<file path="src/rtl/mips_mc_controller.sv">
// mips_mc_controller: multicycle MIPS control FSM with handshaked memory; define MIPS_MC_ADDI_EN to add addi support.
module mips_mc_controller (
  input  logic       clk,
  input  logic       reset,
  input  logic [5:0] op,
  input  logic [5:0] funct,
  input  logic       zero,
  input  logic       mem_ready,
  output logic       mem_req,
  output logic       memwrite,
  output logic       irwrite,
  output logic       pcen,
  output logic       regwrite,
  output logic       iord,
  output logic       alusrca,
  output logic       regdst,
  output logic       memtoreg,
  output logic [1:0] alusrcb,
  output logic [1:0] pcsrc,
  output logic [2:0] alucontrol,
  output logic       retire,
  output logic       illegal_op
);
`ifdef MIPS_MC_ADDI_EN
  typedef enum logic [3:0] {FETCH, DECODE, MEMADR, MEMRD, MEMWB, MEMWR, EXEC, ALUWB, BRANCH, JUMP, ADDIEX, ADDIWB} state_t;
`else
  typedef enum logic [3:0] {FETCH, DECODE, MEMADR, MEMRD, MEMWB, MEMWR, EXEC, ALUWB, BRANCH, JUMP} state_t;
`endif
  state_t state_q, state_d;
  logic req, mw, irw, pcw, br, rw, ret, ill;
  always_ff @(posedge clk or negedge reset)
    if (!reset) state_q <= FETCH;
    else state_q <= state_d;
  always_comb begin
    state_d = FETCH;
    {req, mw, irw, pcw, br, rw, ret, ill} = '0;
    {iord, alusrca, regdst, memtoreg} = '0;
    alusrcb = 2'b00;
    pcsrc = 2'b00;
    alucontrol = 3'b010;
    case (state_q)
      FETCH: begin
        req = 1'b1;
        alusrcb = 2'b01;
        irw = mem_ready;
        pcw = mem_ready;
        state_d = mem_ready ? DECODE : FETCH;
      end
      DECODE: begin
        alusrcb = 2'b11;
        case (op)
          6'b100011, 6'b101011: state_d = MEMADR;
          6'b000000: state_d = EXEC;
          6'b000100: state_d = BRANCH;
          6'b000010: state_d = JUMP;
`ifdef MIPS_MC_ADDI_EN
          6'b001000: state_d = ADDIEX;
`endif
          default: ill = 1'b1;
        endcase
      end
      MEMADR: begin
        alusrca = 1'b1;
        alusrcb = 2'b10;
        state_d = op == 6'b100011 ? MEMRD : MEMWR;
      end
      MEMRD: begin
        req = 1'b1;
        iord = 1'b1;
        state_d = mem_ready ? MEMWB : MEMRD;
      end
      MEMWB: {memtoreg, rw, ret} = 3'b111;
      MEMWR: begin
        {req, iord, mw} = 3'b111;
        ret = mem_ready;
        state_d = mem_ready ? FETCH : MEMWR;
      end
      EXEC: begin
        alusrca = 1'b1;
        state_d = ALUWB;
        case (funct)
          6'b100000: alucontrol = 3'b010;
          6'b100010: alucontrol = 3'b110;
          6'b100100: alucontrol = 3'b000;
          6'b100101: alucontrol = 3'b001;
          6'b101010: alucontrol = 3'b111;
          default: begin
            ill = 1'b1;
            state_d = FETCH;
          end
        endcase
      end
      ALUWB: {regdst, rw, ret} = 3'b111;
      BRANCH: begin
        alusrca = 1'b1;
        alucontrol = 3'b110;
        pcsrc = 2'b01;
        {br, ret} = 2'b11;
      end
      JUMP: begin
        pcsrc = 2'b10;
        {pcw, ret} = 2'b11;
      end
`ifdef MIPS_MC_ADDI_EN
      ADDIEX: begin
        alusrca = 1'b1;
        alusrcb = 2'b10;
        state_d = ADDIWB;
      end
      ADDIWB: {rw, ret} = 2'b11;
`endif
      default: state_d = FETCH;
    endcase
  end
  // Strobes are forced low by reset itself so they drop without waiting for a clock
  assign mem_req    = reset & req;
  assign memwrite   = reset & mw;
  assign irwrite    = reset & irw;
  assign pcen       = reset & (pcw | (br & zero));
  assign regwrite   = reset & rw;
  assign retire     = reset & ret;
  assign illegal_op = reset & ill;
endmodule

</file>
<file path="config.mk">
export PLATFORM = sky130hd
export DESIGN_NAME = mips_mc_controller
export DESIGN_NICKNAME = d
export VERILOG_FILES = /design/src/rtl/mips_mc_controller.sv
export SDC_FILE = /design/constraint.sdc
export NUM_CORES = 1
export LEC_CHECK = 0
export CAP_MARGIN = 20
export CORE_UTILIZATION = 36
export DETAILED_ROUTE_END_ITERATION = 6
export PLACE_DENSITY = 0.78
export SLEW_MARGIN = 15
export SYNTH_ARGS = -nofsm -noshare
export SYNTH_HDL_FRONTEND = slang
export SYNTH_SLANG_ARGS = --single-unit
</file>
<file path="constraint.sdc">
create_clock -name clk -period 1.5 [get_ports clk]
set_input_delay 0.15 -clock clk [delete_from_list [all_inputs] [get_ports clk]]
set_output_delay 0.15 -clock clk [all_outputs]
set_load 0.01 [all_outputs]
</file>
==> results.txt, run 1 <==
Clock Path Buffers -> 2
post-synth net total -> 95
Yosys top cell by area -> dfrtp_1
CTS buffer count -> 3
die height -> 41.42 um
row count -> 13
status -> did not finish
Syn Area/Cell -> 7.080 um2
I/O pin count -> 34
# clock sinks -> 4
Synth top area share -> 17.90%
Synth Warn # -> 0
H-tree lvl count -> 1
routability cong. -> 0.8210
top cells by area, synth -> dfrtp_1 18%, nand2b_1 6.7%, nor2_1 6.7%
Initial Utilization -> 40.93%
largest net degree at the start of global routing -> 11
PortBufs -> 33
post-GRT worst EP -> alucontrol[1]
Horiz. Die Dim -> 41.42 um
First Err -> [ERROR DPL-0038] Utilization greater than 100%, impossible to legalize
Clock Tree Root -> clkbuf_4
post-detail-place hpwl -> 1572 um
Cell variety after synth -> 32
Synth Cell Area -> 559.3 um2
Mapped Cells -> 79
pre-CTS setup slack -> -692.1 ps
Yosys reg bits -> 4
last stage reached -> 5_1_grt
Worst EP Category -> top-level output
sequential area share after synthesis -> 17.90%
[kinds of logic after synthesis]
kind of cell           Yosys count  share of synthesized area (%)
flip-flops                       4                          17.90
AO/OA/AOI/OAI                   18                          25.06
buffers and inverters            5                          3.354
AND/OR/NAND/NOR                 48                          47.43
XOR/XNOR                         4                          6.265
[per-stage QoR]
| stage | instances | instance area [um2] | utilization, % |
|---|---|---|---|
| 4_1_cts | 174 | 1320 | 96.61 |
| 3_3_place_gp | 156 | 1154 | 84.43 |
| 2_1_floorplan | 79 | 559.3 | - |
| 3_5_place_dp | 156 | 1154 | 84.43 |
[synth_stat cells]
library cell / number
nor2_1: 10
nand2_1: 6
nand2b_1: 6
nor3_1: 6
nand3_1: 5
nor2b_1: 5
dfrtp_1: 4
clkbuf_1: 3
o211ai_1: 3
o21a_1: 3
a21oi_1: 2
nand4_1: 2
o21ai_0: 2
o31a_1: 2
xnor2_1: 2
xor2_1: 2
a211o_1: 1
a21boi_1: 1
a31o_2: 1
a32oi_1: 1
and3_1: 1
and3b_1: 1
and4bb_2: 1
buf_1: 1
inv_1: 1
nand3b_1: 1
nor4_1: 1
o2111ai_1: 1
o221ai_2: 1
or3_1: 1
or4_1: 1
or4b_4: 1
[what timing repair did]
| action | 4_1_cts |
|---|---|
| endpoints found under the setup margin | 21 |
| pin swaps | 16 |
| gates resized for setup | 104 |
| hold buffers | 0 |
| setup buffers | 16 |
==> run 2: changes to the inputs <==
--- a/config.mk
+++ b/config.mk
@@ -6,9 +6,10 @@
 export NUM_CORES = 1
 export LEC_CHECK = 0
 export CAP_MARGIN = 20
-export CORE_UTILIZATION = 36
+export CORE_AREA = 2 2 63 65
 export DETAILED_ROUTE_END_ITERATION = 6
-export PLACE_DENSITY = 0.78
+export DIE_AREA = 0 0 65 67
+export PLACE_DENSITY_LB_ADDON = 0.15
 export SLEW_MARGIN = 15
 export SYNTH_ARGS = -nofsm -noshare
 export SYNTH_HDL_FRONTEND = slang
==> results.txt, run 2 <==
Cell variety after synth -> 32
Slew Limit Fails -> 0
Final Cycle Share -> 112.0%
post-detail-place hpwl -> 1739 um
startpoint type of the worst setup path -> input pin
post-route minimum period -> 1680 ps
failing checks -> negative setup slack
max incr delay on CP -> 510 ps
Synth Warn # -> 0
DRT antenna net count -> 0
first drt pass iteration count -> 3
critical path type -> in -> out
area occupied by multi-input gates -> 596.8 um2
worst path bufs/invs -> 2
Fin. Hold Viols -> 0
DR iter-0 viols -> 20
worst path arrival time -> 1530 ps
PortBufs -> 33
worst setup path end -> illegal_op
via/cell ratio -> 4.214
Commonest cells post-synth -> 10 x nor2_1, 6 x nand2_1, 6 x nand2b_1, 6 x nor3_1
Worst Slack Setup Final -> -180.3 ps
placed cell areas -> 1152 um2
largest registers -> state_q: 4 flops
max-cap violations -> 0
Worst slew margin -> 80.86%
fmax -> 595.1 MHz
max reg flops -> 4
power per standard cell area -> 428.5 nW/um2
CP Launch Point -> op[5]
hold buffer count at CTS -> 0
top cells by area, synth -> dfrtp_1 18%, nand2b_1 6.7%, nor2_1 6.7%
leakage power -> 0.6727 nW
worst reg-to-reg setup slack -> -140 ps
vias in the first global route -> 911
Final Setup Violations -> 15
worst path cell trace -> dlygate4sd2_1 > or4_1 > a211o_1 > nand4_1 > a21boi_2 > buf_2
Horiz. Die Dim -> 65 um
Synth Cell Area -> 559.3 um2
Clock Path Buffers -> 2
initial antenna violation count -> 0
Area Growth Syn to Fin -> 169.1%
via count -> 885
first-pass GRT wire length -> 3926 um
Syn Area/Cell -> 7.080 um2
Yosys reg bits -> 4
Hold Path Class -> in -> reg
# fillers -> 379
Mapped Cells -> 79
Worst Path Required -> 1350 ps
share of cells above drive strength 1 -> 64.20%
I/O pin count -> 34
family with the most delay on the worst path -> simple AND/OR/NAND/NOR gates
number of enable flip-flop cells after synthesis -> 0
Reg2Reg Depth -> 6
row count -> 22
largest net degree at the start of global routing -> 9
Setup Skew -> 0.08628 ps
most frequent cells in the layout -> 35 x buf_4, 16 x buf_6, 15 x buf_2, 11 x clkdlybuf4s50_1, 7 x nor2_1
Most flops, register -> state_q
Final Core Density -> 41.74%
highest-delay cell along the critical path -> or4_1
status -> finished, violations left
WL final -> 2513 um
Congestion Overflow GR -> 0
maximum vdd drop -> 0.2558 mV
pre-CTS setup slack -> -707.0 ps
crit-path max FO -> 2
Avg WL per Cell -> 11.97 um
Initial Utilization -> 15.51%
Yosys top cell by area -> dfrtp_1
CTS buffer count -> 3
H-tree lvl count -> 1
# clock sinks -> 4
DRC -> 0
design area -> 1505 um2
GRT Total Usage -> 11.30%
CTS tree -> built
die area -> 4355 um2
worst-skew pair later-pin latency -> 210 ps
Main synth FF type -> dfrtp_1
Crit path depth -> 6
Reg area -> 103.9 um2
Crit. End Element -> output pin
most frequent cell after synthesis -> nor2_1
Worst Max-Slew Pin Slew -> 286.8 ps
post-synth net total -> 95
sequential area share after synthesis -> 17.90%
Synth async-reset ratio -> 100.0%
Synth top area share -> 17.90%
CTS clk-pin slew, worst paths -> 30 ps
Clock Tree Root -> clkbuf_8
Ant. Diodes -> 0
reg-to-reg endpoint -> state_q[2]
reg2reg start -> state_q[2]
routability cong. -> 0.7248
unrepaired setup endpoints after global routing -> yes
hold wc startpoint -> op[1]
CORE AREA -> 3606 um2
die height -> 67 um
commonest non-fill, non-tap cell in the layout -> buf_4
fin nets -> 180
-- run 2: cell counts after synthesis --
Identical to the previous run, type by type.
-- run 2: final cells by class --
class,count,share of cell area (%)
inverter,1,0.4156
clock buffer,3,2.743
sequential,4,6.899
timing repair buffer,84,46.30
multi-input combinational,70,39.65
tap,48,3.990
-- run 2: where the power goes --
part / internal [mW] / switching, mW
clock: 0.170 / 0.0459
sequential: 0.114 / 0.00728
combinational: 0.179 / 0.129
-- run 2: how the worst min path moves through the flow --
| stage | to | cells after the start |
|---|---|---|
| after global routing | state_q[2] | 3 |
| after global placement | state_q[0] | 2 |
| after floorplan | state_q[0] | 0 |
| after detailed placement | state_q[1] | 2 |
| final | state_q[2] | 3 |
| after CTS | state_q[0] | 2 |
-- run 2: cell families after synthesis --
group | Yosys count | synth area share (%)
compound gates | 18 | 25.06
xor+xnor | 4 | 6.265
buf+inv | 5 | 3.354
flops | 4 | 17.90
simple gates | 48 | 47.43
-- run 2: stage by stage --
step / instances / total power [mW] / hold slack, ps / TNS (ps)
2_1_floorplan: 79 / 0.2053 / -145.6 / 0
3_5_place_dp: 185 / 0.3629 / 529.9 / -4898
4_1_cts: 203 / 0.6216 / 383.7 / -1073
5_1_grt: 210 / 0.6863 / 394.6 / -2122
6_report: 210 / 0.6450 / 346.2 / -1303
3_3_place_gp: 185 / 0.3622 / 554.4 / -4809
-- run 2: timing repair --
item,CTS,global route
hold endpoints to repair,0,0
buffers inserted,16,9
resized for setup,105,28
setup endpoints to repair,21,17
pin swaps,15,10
-- run 2: per-layer routing --
layer	wire, um	track usage [%]	vias up
met3	103	1.351	0
met2	1360	23.32	21
met4	0	2.128	0
li1	-	-	462
met5	0	0	-
met1	1049	12.12	402
-- run 2: tightest hold or removal path, stage by stage --
cell and delay, ps:
dlymetal6s2s_1 100, buf_4 150, o211ai_1 110
Power figures use the tool's default switching activity.
